==> src/rtl/pdp8l_iot_pkg.sv <==
// pdp8l_iot_pkg: register map, RESULT/CMD bit positions, ID constant and FSM encoding
package pdp8l_iot_pkg;
    localparam logic [2:0]  REG_ID      = 3'd0;
    localparam logic [2:0]  REG_CMD     = 3'd1;
    localparam logic [2:0]  REG_RESULT  = 3'd2;
    localparam logic [2:0]  REG_TIMING  = 3'd3;
    localparam logic [31:0] ID_VALUE    = 32'h494F2001;
    localparam logic [31:0] BAD_VALUE   = 32'hDEADBEEF;
    localparam logic [15:0] TIMING_RST  = 16'h0401;
    localparam int          CMD_GO      = 24;
    localparam int          CMD_WAITINT = 25;
    localparam int          RES_SKIP    = 12;
    localparam int          RES_ACCLR   = 13;
    localparam int          RES_INT     = 14;
    localparam int          RES_OVERRUN = 15;
    localparam int          RES_BADOP   = 16;
    localparam int          RES_BUSY    = 30;
    localparam int          RES_DONE    = 31;
    typedef enum logic [2:0] {S_IDLE, S_WAITINT, S_START, S_HOLD, S_STOP, S_GAP} state_t;
endpackage

==> src/rtl/pdp8l_iot_seq.sv <==
// pdp8l_iot_seq: ARM-driven PDP-8/L IOT bus sequencer (optional WAITINT state: PDP8L_IOT_WAITINT_EN)
module pdp8l_iot_seq
    import pdp8l_iot_pkg::*;
(
    input  logic        CLOCK,
    input  logic        RESET_N,
    input  logic        CSTEP,
    input  logic        armwrite,
    input  logic [2:0]  armwaddr,
    input  logic [2:0]  armraddr,
    input  logic [31:0] armwdata,
    output logic [31:0] armrdata,
    output logic        iopstart,
    output logic        iopstop,
    output logic [11:0] ioopcode,
    output logic [11:0] cputodev,
    input  logic [11:0] devtocpu,
    input  logic        AC_CLEAR,
    input  logic        IO_SKIP,
    input  logic        INT_RQST,
    output logic        busy
);
`ifdef PDP8L_IOT_WAITINT_EN
    localparam logic [31:0] CMD_MASK = 32'h0100_0000;
`else
    localparam logic [31:0] CMD_MASK = 32'h0300_0000;
`endif
    state_t      state_q, state_d;
    logic [7:0]  cnt_q, cnt_d;
    logic [11:0] op_q, op_d, ac_q, ac_d, res_q, res_d;
    logic [31:0] cmd_q, cmd_d;
    logic [15:0] timing_q, timing_d;
    logic        skip_q, skip_d, acclr_q, acclr_d, ovr_q, ovr_d, badop_q, badop_d, done_q, done_d;
    logic        cmd_wr, go, wi;
    logic [7:0]  hold_n, gap_n;

    // Register writes, FSM next state and the shared HOLD/GAP down-counter
    always_comb begin
        state_d  = state_q;
        cnt_d    = cnt_q;
        op_d     = op_q;
        ac_d     = ac_q;
        res_d    = res_q;
        cmd_d    = cmd_q;
        timing_d = timing_q;
        skip_d   = skip_q;
        acclr_d  = acclr_q;
        ovr_d    = ovr_q;
        badop_d  = badop_q;
        done_d   = done_q;
        cmd_wr   = armwrite && armwaddr == REG_CMD;
        go       = cmd_wr && armwdata[CMD_GO];
        wi       = armwdata[CMD_WAITINT] && !CMD_MASK[CMD_WAITINT];
        hold_n   = timing_q[7:0] == 8'd0 ? 8'd1 : timing_q[7:0];
        gap_n    = timing_q[15:8];
        if (cmd_wr) cmd_d = armwdata & ~CMD_MASK;
        if (armwrite && armwaddr == REG_TIMING) timing_d = armwdata[15:0];
        if (armwrite && armwaddr == REG_RESULT) begin
            done_d = 1'b0;
            ovr_d  = 1'b0;
        end
        if (go && state_q != S_IDLE) ovr_d = 1'b1;
        if (CSTEP) begin
            case (state_q)
                S_IDLE: if (go) begin
                    done_d  = armwdata[11:9] != 3'o6;
                    badop_d = armwdata[11:9] != 3'o6;
                    skip_d  = 1'b0;
                    acclr_d = 1'b0;
                    op_d    = armwdata[11:0];
                    ac_d    = armwdata[23:12];
                    if (armwdata[11:9] == 3'o6) state_d = wi ? S_WAITINT : S_START;
                end
`ifdef PDP8L_IOT_WAITINT_EN
                S_WAITINT: state_d = INT_RQST ? S_START :
                                     (cmd_wr && !armwdata[CMD_GO] && !armwdata[CMD_WAITINT]) ? S_IDLE : S_WAITINT;
`else
                S_WAITINT: state_d = S_START;
`endif
                S_START: begin
                    state_d = S_HOLD;
                    cnt_d   = hold_n;
                end
                S_HOLD: if (cnt_q == 8'd1) begin
                    res_d   = (AC_CLEAR ? 12'd0 : ac_q) | devtocpu;
                    skip_d  = IO_SKIP;
                    acclr_d = AC_CLEAR;
                    state_d = S_STOP;
                end else cnt_d = cnt_q - 8'd1;
                S_STOP: begin
                    state_d = gap_n == 8'd0 ? S_IDLE : S_GAP;
                    done_d  = gap_n == 8'd0 ? 1'b1 : done_d;
                    cnt_d   = gap_n;
                end
                S_GAP: if (cnt_q == 8'd1) begin
                    done_d  = 1'b1;
                    state_d = S_IDLE;
                end else cnt_d = cnt_q - 8'd1;
                default: state_d = S_IDLE;
            endcase
        end
    end

    // State register with synchronous active-low reset; reset aborts any sequence
    always_ff @(posedge CLOCK) begin
        if (!RESET_N) begin
            state_q  <= S_IDLE;
            cnt_q    <= 8'd0;
            op_q     <= 12'd0;
            ac_q     <= 12'd0;
            res_q    <= 12'd0;
            cmd_q    <= 32'd0;
            timing_q <= TIMING_RST;
            skip_q   <= 1'b0;
            acclr_q  <= 1'b0;
            ovr_q    <= 1'b0;
            badop_q  <= 1'b0;
            done_q   <= 1'b0;
        end else begin
            state_q  <= state_d;
            cnt_q    <= cnt_d;
            op_q     <= op_d;
            ac_q     <= ac_d;
            res_q    <= res_d;
            cmd_q    <= cmd_d;
            timing_q <= timing_d;
            skip_q   <= skip_d;
            acclr_q  <= acclr_d;
            ovr_q    <= ovr_d;
            badop_q  <= badop_d;
            done_q   <= done_d;
        end
    end

    // Bus strobes decode straight from state; read mux is combinational on armraddr
    always_comb begin
        busy     = state_q != S_IDLE;
        iopstart = state_q == S_START;
        iopstop  = state_q == S_STOP;
        ioopcode = busy ? op_q : 12'd0;
        cputodev = busy ? ac_q : 12'd0;
        armrdata = armraddr == REG_ID     ? ID_VALUE :
                   armraddr == REG_CMD    ? cmd_q :
                   armraddr == REG_RESULT ? {done_q, busy, 13'd0, badop_q, ovr_q, INT_RQST, acclr_q, skip_q, res_q} :
                   armraddr == REG_TIMING ? {16'd0, timing_q} : BAD_VALUE;
    end
endmodule
==> config.mk <==
export PLATFORM = sky130hd
export DESIGN_NAME = pdp8l_iot_seq
export DESIGN_NICKNAME = d
export VERILOG_FILES = /design/src/rtl/pdp8l_iot_pkg.sv /design/src/rtl/pdp8l_iot_seq.sv
export SDC_FILE = /design/constraint.sdc
export NUM_CORES = 1
export LEC_CHECK = 0
export CORE_ASPECT_RATIO = 0.7
export CORE_MARGIN = 4
export CORE_UTILIZATION = 34
export CTS_CLUSTER_DIAMETER = 100
export DETAILED_ROUTE_END_ITERATION = 7
export PLACE_DENSITY = 0.71
export SYNTH_ARGS = -nofsm -noshare
export SYNTH_HDL_FRONTEND = slang
export SYNTH_SLANG_ARGS = --single-unit
==> constraint.sdc <==
create_clock -name CLOCK -period 3.05 [get_ports CLOCK]
set_input_delay 0.915 -clock CLOCK [delete_from_list [all_inputs] [get_ports CLOCK]]
set_output_delay 0.915 -clock CLOCK [all_outputs]
set_load 0.005 [all_outputs]
==> flow_metrics.tcl, run 1 <==
set metrics [dict create \
    synth-edff-count 0 \
    slowest_stage "a221o_1" \
    grt_pass1_vias 4718 \
    antenna_cells 0 \
    path_class "in2out" \
    fin_worst_skew_ns 0.00783 \
    fin_nets 777 \
    ys_types 55 \
    cp_max_fo 8 \
    worstSkewPairLatency_ns 0.35 \
    numCtsBuffers 9 \
    synth_flop_cell "dfxtp_1" \
    core_area_mm2 0.0134 \
    peakVddDrop_mv 0.277 \
    netlist_instances 613 \
    globalRoute.totalOverflow 0 \
    via_count 4968 \
    die_area_mm2 0.0160 \
    grt_pass1_wl_um 26100 \
    start_kind "primary input" \
    syn-mean-instance-area_um2 7.78 \
    fmax_mhz 328 \
    drv_cap 0 \
    fp.dieW_um 150 \
    p_leak_uw 0.00249 \
    hold_viol_final 0 \
    routed_via_density 5.47 \
    wl_per_cell_um 18.7 \
    end_kind "output port" \
    cts.path.max_buffers 2 \
    async_reset_ff_frac 0 \
    final-max-slew-violation-count 0 \
    synth_area_mm2 0.00477 \
    die_h_um 107 \
    syn-num-nets 672 \
    worst-path-buf-inv 4 \
    first_iter_violations 574 \
    path_cells "buf_6, nor2b_2, buf_6, buf_6, a221o_1, dlygate4sd2_1" \
    slowest_delay_ns 0.34 \
    synth-seq-area-share 0.411 \
    clk_pin_slew_ns 0.06 \
    syn2layout_area_growth_pct 39.6 \
    final_util 0.495 \
    fin_crit_sh 0.999 \
    synth_seq_cells 98 \
    fp-row-count 35 \
    cts_tree "yes" \
    ant_nets 0 \
    place_hpwl_um 12000 \
    drive_gt1_frac 0.115 \
    start_util 0.355 \
    worst_pin_slew_ns 0.606 \
    portBuffers 114 \
    ys_warn_count 0 \
    gp_congestion 0.879 \
    final.min_clock_period_ns 3.05 \
    status "finished, final reports clean" \
    cts_root_buffer "clkbuf_16" \
    cts.sinks 98 \
    crit_family "buffers and inverters" \
    arrival_ns 2.13 \
    drc 0 \
    htree_levels 3 \
    routed_wl_um 17000 \
    required_ns 2.13 \
    rsz0062_at_grt "true" \
    grtUsageTotal 0.208 \
    layout_setup_ws_ns 0.00452 \
    setup_violations 0 \
    grt_antenna_before_repair 0 \
    dr.pass1.iters 6 \
    cp_common_cell "buf_6" \
    dpl_worst_slack_ns -0.660 \
    power.density_mw_per_mm2 422 \
    io_pins 116 \
    grt_max_degree 86 \
    hold_class "reg2reg" \
    max_slew_margin 0.592 \
]
==> worst min-delay path, cell delays in order, from the launching register on <==
cell and delay, ns:
dfxtp_1 0.30, nand2_1 0.05, a21oi_1 0.05
==> power breakdown <==
group / internal, uW / total, uW / switching (uW)
Sequential: 1300 / 1310 / 14.1
Combinational: 170 / 328 / 159
Clock: 680 / 1170 / 495
Total: 2150 / 2810 / 668
==> cell type report <==
| type | count | area, um^2 |
|---|---|---|
| Timing Repair Buffer | 145 | 1490 |
| Inverter | 13 | 48.8 |
| Multi-Input combinational cell | 451 | 2620 |
| Sequential cell | 98 | 1960 |
| Fill cell | 1259 | 6780 |
| Clock buffer | 12 | 256 |
| Clock inverter | 4 | 50.0 |
| Tap cell | 185 | 231 |
==> repair_timing <==
item,4_1_cts,5_1_grt
buffers inserted,4,0
resized for setup,59,9
cloned,3,0
endpoints found under the setup margin,32,15
hold buffers,0,0
hold endpoints to repair,0,0
pin swaps,6,1
==> flip-flops by register name, summed over array words and instances (netlist names) <==
name / flops
ac_q: 12
acclr_q: 1
badop_q: 1
cmd_q: 30
cnt_q: 8
done_q: 1
op_q: 12
ovr_q: 1
res_q: 12
skip_q: 1
state_q: 3
timing_q: 16
==> kinds of logic after synthesis <==
| logic type | count (synthesis) | share of synthesized area |
|---|---|---|
| flip-flops | 98 | 0.411 |
| multiplexers | 18 | 0.0414 |
| adder cells (fa/ha/maj) | 2 | 0.00525 |
| buffers and inverters | 64 | 0.0535 |
| AND/OR/NAND/NOR | 260 | 0.254 |
| AO/OA/AOI/OAI | 169 | 0.231 |
| XOR/XNOR | 2 | 0.00367 |
==> final timing paths <==
path               start           to  slack [ns]  cells past startpoint
max          armraddr[0]  armrdata[6]       0.005                      6
min              op_q[9]      op_q[9]        0.45                      2
max reg2reg   state_q[1]     cnt_q[4]        1.01                      4
min reg2reg      op_q[9]      op_q[9]        0.45                      2
==> per-layer routing <==
metal	track usage	routed length, um	vias up
met2	0.302	7250	245
met3	0.0596	1680	16
met4	0.0359	133	0
met5	0	0	-
li1	-	-	2353
met1	0.308	7920	2354
==> cell usage after synthesis (5+ instances only) <==
master | count | share of area
nor3_1 | 7 | 0.0073
nor2b_1 | 6 | 0.0079
dfxtp_1 | 98 | 0.41
a21o_1 | 7 | 0.011
o21ai_0 | 5 | 0.0052
clkbuf_1 | 40 | 0.031
mux2_2 | 14 | 0.033
and2_1 | 27 | 0.035
nand2b_1 | 6 | 0.0079
inv_1 | 13 | 0.010
a211oi_1 | 19 | 0.030
o22ai_1 | 5 | 0.0066
a221o_1 | 12 | 0.025
buf_2 | 9 | 0.0094
nor2_1 | 21 | 0.017
nand3b_1 | 5 | 0.0079
nand2_1 | 157 | 0.12
a21oi_1 | 87 | 0.091
o211ai_1 | 6 | 0.0094
nand3_1 | 8 | 0.0084
==> stage by stage <==
stage | power [uW] | cells | setup TNS [ns] | cell area (um^2) | hold WS, ns
floorplan | 1450 | 613 | 0 | 4770 | 0.431
global placement | 1640 | 885 | -14.06 | 6190 | 0.438
detailed placement | 1640 | 885 | -14.44 | 6190 | 0.443
CTS | 2810 | 908 | -0.0842 | 6650 | 0.452
global route | 2910 | 908 | -0.0413 | 6660 | 0.479
finish | 2810 | 908 | 0 | 6660 | 0.450
==> cell usage in the layout, fill, tap and decap left out, drive strengths merged, types with 3 or more instances in the layout <==
cell type | netlist | routed
nand3 | 8 | 8
buf | 11 | 30
nor3 | 7 | 7
a22oi | 3 | 3
or4 | 3 | 3
nor4 | 4 | 4
nor2 | 21 | 21
o221ai | 3 | 3
clkdlybuf4s50 | 0 | 84
nand2b | 6 | 6
clkdlybuf4s15 | 0 | 6
nor3b | 4 | 4
nor2b | 6 | 6
dfxtp | 98 | 98
a221o | 12 | 12
and2 | 27 | 27
o21bai | 3 | 3
clkbuf | 40 | 14
mux2i | 4 | 4
nand3b | 5 | 5
o211ai | 6 | 6
a21o | 7 | 7
o22ai | 5 | 5
o21ai | 5 | 5
inv | 13 | 13
dlygate4sd2 | 0 | 20
a21oi | 88 | 88
a211oi | 19 | 19
nand2 | 157 | 157
mux2 | 14 | 14
Note: power is estimated with default switching activity, not from simulation.
==> run 2, diff against run 1 <==
--- a/config.mk
+++ b/config.mk
@@ -6,11 +6,12 @@
 export NUM_CORES = 1
 export LEC_CHECK = 0
 export CORE_ASPECT_RATIO = 0.7
-export CORE_MARGIN = 4
+export CORE_MARGIN = 2
 export CORE_UTILIZATION = 34
 export CTS_CLUSTER_DIAMETER = 100
+export CTS_CLUSTER_SIZE = 40
 export DETAILED_ROUTE_END_ITERATION = 7
-export PLACE_DENSITY = 0.71
+export PLACE_DENSITY = 0.58
 export SYNTH_ARGS = -nofsm -noshare
 export SYNTH_HDL_FRONTEND = slang
 export SYNTH_SLANG_ARGS = --single-unit
==> run 2 against run 1 <==
  * Global-route usage rose by 1.7 points
  * Register-to-register slack improved by 0.02 ns
  * Non-clock buffer count did not move
  * Critical path depth did not move
  * Sequential cell count did not move
  * Worst hold slack barely moved
  * Clock skew rose by 0.0035 ns
  * Sequential share of layout area rose by 0.32 points
  * First-iteration DRC count fell by 27%
  * Combinational power fell by 4%
  * Fmax rose by 1.2%
  * Critical path type unchanged
==> flow_metrics.tcl, run 2 (synthesis gave the netlist of run 1 again) <==
set metrics [dict create \
    portBuffers 114 \
    reg2reg_depth 4 \
    arrival_ns 2.09 \
    final_cell_mix "nand2_1, dfxtp_1, a21oi_1" \
    post_cts_buffers 0 \
    drv_cap 0 \
    gp_congestion 0.939 \
    first_iter_violations 421 \
    dpl_worst_slack_ns -0.584 \
    wl_per_cell_um 18.5 \
    rsz0062_at_grt "false" \
    die_h_um 103 \
    grt_antenna_before_repair 0 \
    hold_viol_final 0 \
    routed_wl_um 16900 \
    fin_nets 777 \
    fin_crit_sh 0.986 \
    worst_pin_slew_ns 0.631 \
    final-max-slew-violation-count 0 \
    syn2layout_area_growth_pct 38.2 \
    io_pins 116 \
    max_slew_margin 0.576 \
    grt_pass1_vias 4676 \
    hold_class "reg2reg" \
    tns_ns 0 \
    fp.dieW_um 146 \
    largest_register "cmd_q" \
    setup_violations 0 \
    intPower_uw 2040 \
    fmax_mhz 332 \
    p_leak_uw 0.00252 \
    pwr-share-seq 0.480 \
    drive_gt1_frac 0.107 \
    cts_tree "yes" \
    largest_reg_flops 30 \
    die_area_mm2 0.0150 \
    numCtsBuffers 9 \
    end_kind "output port" \
    dr.pass1.iters 5 \
    p_sw_frac 0.253 \
    largestRegisters "cmd_q (30), timing_q (16)" \
    worstSkewPairLatency_ns 0.35 \
    fp-row-count 36 \
    globalRoute.totalOverflow 0 \
    antenna_cells 0 \
    ant_nets 0 \
    final_common_cell "nand2_1" \
    combPwrFrac 0.115 \
    required_ns 2.13 \
    via_count 4892 \
    start_kind "primary input" \
    placed_area_mm2 0.00620 \
    min_path_cells 2 \
    whs_ns 0.450 \
    path_class "in2out" \
    fin_worst_skew_ns 0.0113 \
    place_hpwl_um 11900 \
    grt_pass1_wl_um 26400 \
    p_switching_uw 690 \
    clockPowerShare 0.405 \
    routed_via_density 5.36 \
    cts_root_buffer "clkbuf_16" \
    start_util 0.345 \
    clk_pin_slew_ns 0.07 \
    grt_max_degree 83 \
    power.density_mw_per_mm2 414 \
    cts.path.max_buffers 2 \
    core_area_mm2 0.0138 \
    cts.sinks 98 \
    layout_setup_ws_ns 0.0413 \
    peakVddDrop_mv 0.285 \
    status "finished, final reports clean" \
    fin_area_mm2 0.00659 \
    power_uw 2730 \
    cp_max_fo 9 \
    drc 0 \
    final.min_clock_period_ns 3.01 \
    htree_levels 3 \
    grtUsageTotal 0.225 \
]
run 2: power groups by stage:
| stage | sequential (uW) | combinational [uW] | clock [uW] |
|---|---|---|---|
| floorplan | 1330 | 120 | 0 |
| CTS | 1310 | 309 | 1120 |
| global route | 1310 | 336 | 1170 |
| finish | 1310 | 314 | 1100 |
| detailed placement | 1340 | 304 | 0 |
| global placement | 1340 | 302 | 0 |
run 2: path summary, 6_finish.rpt:
check	from	to	slack, ns
worst max-delay path	armraddr[0]	armrdata[26]	0.04
worst min-delay path	op_q[5]	op_q[5]	0.45
worst max register to register	state_q[1]	state_q[1]	1.03
worst min register to register	op_q[5]	op_q[5]	0.45
run 2: area by class of cell:
class,instances,area (um^2)
clock buffer,11,243
fill,1386,7230
multi-input combinational,451,2590
clock inverter,5,37.5
tap,190,238
inverter,13,48.8
timing repair buffer,145,1470
sequential,98,1960
run 2: worst max-delay path, stage by stage:
cell	delay (ns)
buf_6	0.11
buf_16	0.13
nor2b_4	0.16
buf_6	0.14
a21o_1	0.12
clkdlybuf4s50_1	0.50
run 2: what timing repair did:
action,CTS,global route
setup endpoints to repair,32,23
endpoints found under the hold margin,0,0
resized for setup,39,11
hold buffers,0,0
gates cloned,2,1
pin swaps,0,1
run 2: through the flow:
step	instances	util
floorplan	613	-
global placement	894	0.449
detailed placement	894	0.449
CTS	912	0.473
global route	913	0.477
finish	913	0.477
run 2: per-layer routing:
layer	GRT usage	part of all wire
met5	0	0
met4	0.0385	0.0069
met3	0.0416	0.062
met2	0.354	0.42
met1	0.329	0.51
==> run 3, diff against run 2 <==
--- a/config.mk
+++ b/config.mk
@@ -7,11 +7,11 @@
 export LEC_CHECK = 0
 export CORE_ASPECT_RATIO = 0.7
 export CORE_MARGIN = 2
-export CORE_UTILIZATION = 34
+export CORE_UTILIZATION = 45
 export CTS_CLUSTER_DIAMETER = 100
 export CTS_CLUSTER_SIZE = 40
 export DETAILED_ROUTE_END_ITERATION = 7
-export PLACE_DENSITY = 0.58
+export PLACE_DENSITY = 0.74
 export SYNTH_ARGS = -nofsm -noshare
 export SYNTH_HDL_FRONTEND = slang
 export SYNTH_SLANG_ARGS = --single-unit
==> run 3 against run 2 <==
  * Count of clock-buffer cells in the layout shrank 1
  * First-iteration DRC count rose by 17%
  * Critical path type unchanged
  * Sequential cell count is the same
  * Clock power is 4% higher
  * Cell area shrank 0.49%
  * Worst setup slack worse by 0.024 ns
  * Die area fell by 24%
  * Fmax down 0.81%
==> flow_metrics.tcl, run 3 (synthesis gave the netlist of run 1 again) <==
set metrics [dict create \
    status "finished, final reports clean" \
    drv_cap 0 \
    grt_max_degree 35 \
    routed_via_density 5.86 \
    p_sw_frac 0.241 \
    start_kind "primary input" \
    fin_nets 780 \
    cts_root_buffer "clkbuf_16" \
    cp_max_fo 8 \
    tns_ns 0 \
    fp.dieW_um 127 \
    clockPowerShare 0.412 \
    core_area_mm2 0.0103 \
    numCtsBuffers 9 \
    die_area_mm2 0.0115 \
    final_util 0.636 \
    largest_reg_flops 30 \
    rsz0062_at_grt "false" \
    antenna_cells 0 \
    portBuffers 114 \
    final.min_clock_period_ns 3.03 \
    fillers 870 \
    fp-row-count 31 \
    start_util 0.462 \
    worst_pin_slew_ns 0.659 \
    layout.area.seq_mm2 0.00196 \
    drc 0 \
    slowest_stage "clkdlybuf4s50_1" \
    p_leak_uw 0.00254 \
    path_class "in2out" \
    final-max-slew-violation-count 0 \
    cp_common_cell "buf_4" \
    cts_tree "yes" \
    fin_worst_skew_ns 0.00724 \
    layout_setup_ws_ns 0.0168 \
    fin_crit_sh 0.994 \
    largestRegisters "cmd_q (30), timing_q (16)" \
    via_count 5031 \
    die_h_um 90.1 \
    power_uw 2770 \
    dpl_worst_slack_ns -0.584 \
    multiInputGateArea_mm2 0.00261 \
    first_iter_violations 494 \
    fin_area_mm2 0.00656 \
    grt_antenna_before_repair 0 \
    fmax_mhz 330 \
    routed_wl_um 16300 \
    intPower_uw 2100 \
    final_common_cell "nand2_1" \
    globalRoute.totalOverflow 0 \
    hold_viol_final 0 \
    ant_nets 0 \
    final_cell_mix "nand2_1, dfxtp_1, a21oi_1" \
    pwr-share-seq 0.474 \
    cts.sinks 98 \
    path_cells "buf_4, buf_16, buf_4, a211oi_2, clkdlybuf4s50_1" \
    gp_congestion 0.958 \
    grt_pass1_vias 4942 \
    io_pins 116 \
    setup_violations 0 \
    end_kind "output port" \
    grtUsageTotal 0.289 \
    arrival_ns 2.12 \
    peakVddDrop_mv 0.289 \
    postCtsHoldBufs 0 \
    place_hpwl_um 11700 \
    htree_levels 3 \
    p_switching_uw 668 \
    hold_class "reg2reg" \
    rrSetupSlack_ns 1.01 \
    cts.path.max_buffers 2 \
    slowest_delay_ns 0.53 \
    max_slew_margin 0.560 \
    largest_register "cmd_q" \
    wl_per_cell_um 19.0 \
    syn2layout_area_growth_pct 37.6 \
    dr.pass1.iters 5 \
    worstSkewPairLatency_ns 0.35 \
    clk_pin_slew_ns 0.07 \
    combPwrFrac 0.113 \
    grt_pass1_wl_um 26100 \
    power.density_mw_per_mm2 422 \
    placed_area_mm2 0.00615 \
    drive_gt1_frac 0.120 \
    required_ns 2.13 \
]
run 3: changes by cell type in the layout (fill, tap and decap cells not counted), sizes merged, moves of 2 or more:
cell / previous run / this run
buf: 31 / 38
clkbuf: 12 / 10
clkdlybuf4s15: 0 / 5
clkdlybuf4s50: 84 / 82
dlygate4sd2: 21 / 14
run 3: layout make-up:
type                    instances  share of cell area
clock inverters                 6             0.00992
clock buffers                  10              0.0349
flip-flops and latches         98               0.299
well taps                     132              0.0252
repair buffers                148               0.227
multi-input cells             451               0.397
inverters                      13             0.00744
run 3: metal layers:
layer	track usage	vias to the layer above	routed length [um]
met2	0.431	239	7150
met3	0.0661	33	1520
met1	0.417	2394	7340
met5	0	-	0
li1	-	2365	-
met4	0.0842	0	314
run 3: path summary, 6_finish.rpt:
kind,start,end,depth (start not counted)
setup / recovery,armraddr[0],armrdata[22],5
hold / removal,op_q[4],op_q[4],2
setup reg to reg,cnt_q[2],cnt_q[7],4
hold reg to reg,op_q[4],op_q[4],2
run 3: timing repair:
action	CTS	global route
gates cloned	3	0
setup buffers	1	1
endpoints found under the setup margin	32	13
pin swaps	2	1
gates resized for setup	60	11
run 3: metrics by stage:
step,hold slack [ns],cells
after detailed placement,0.443,837
after global placement,0.437,837
final,0.451,858
after CTS,0.452,857
after global routing,0.471,858
after floorplan,0.431,613
run 3: power groups by stage:
stage	sequential [uW]	combinational, uW	clock (uW)
after floorplan	1330	120	0
after global placement	1340	297	0
after detailed placement	1340	301	0
after CTS	1310	311	1150
after global routing	1310	336	1200
final	1310	314	1140
run 3: critical path, delay by kind of cell:
kind                   cells  cell delay [ns]
AO/OA/AOI/OAI              1             0.23
buffers and inverters      4             0.97
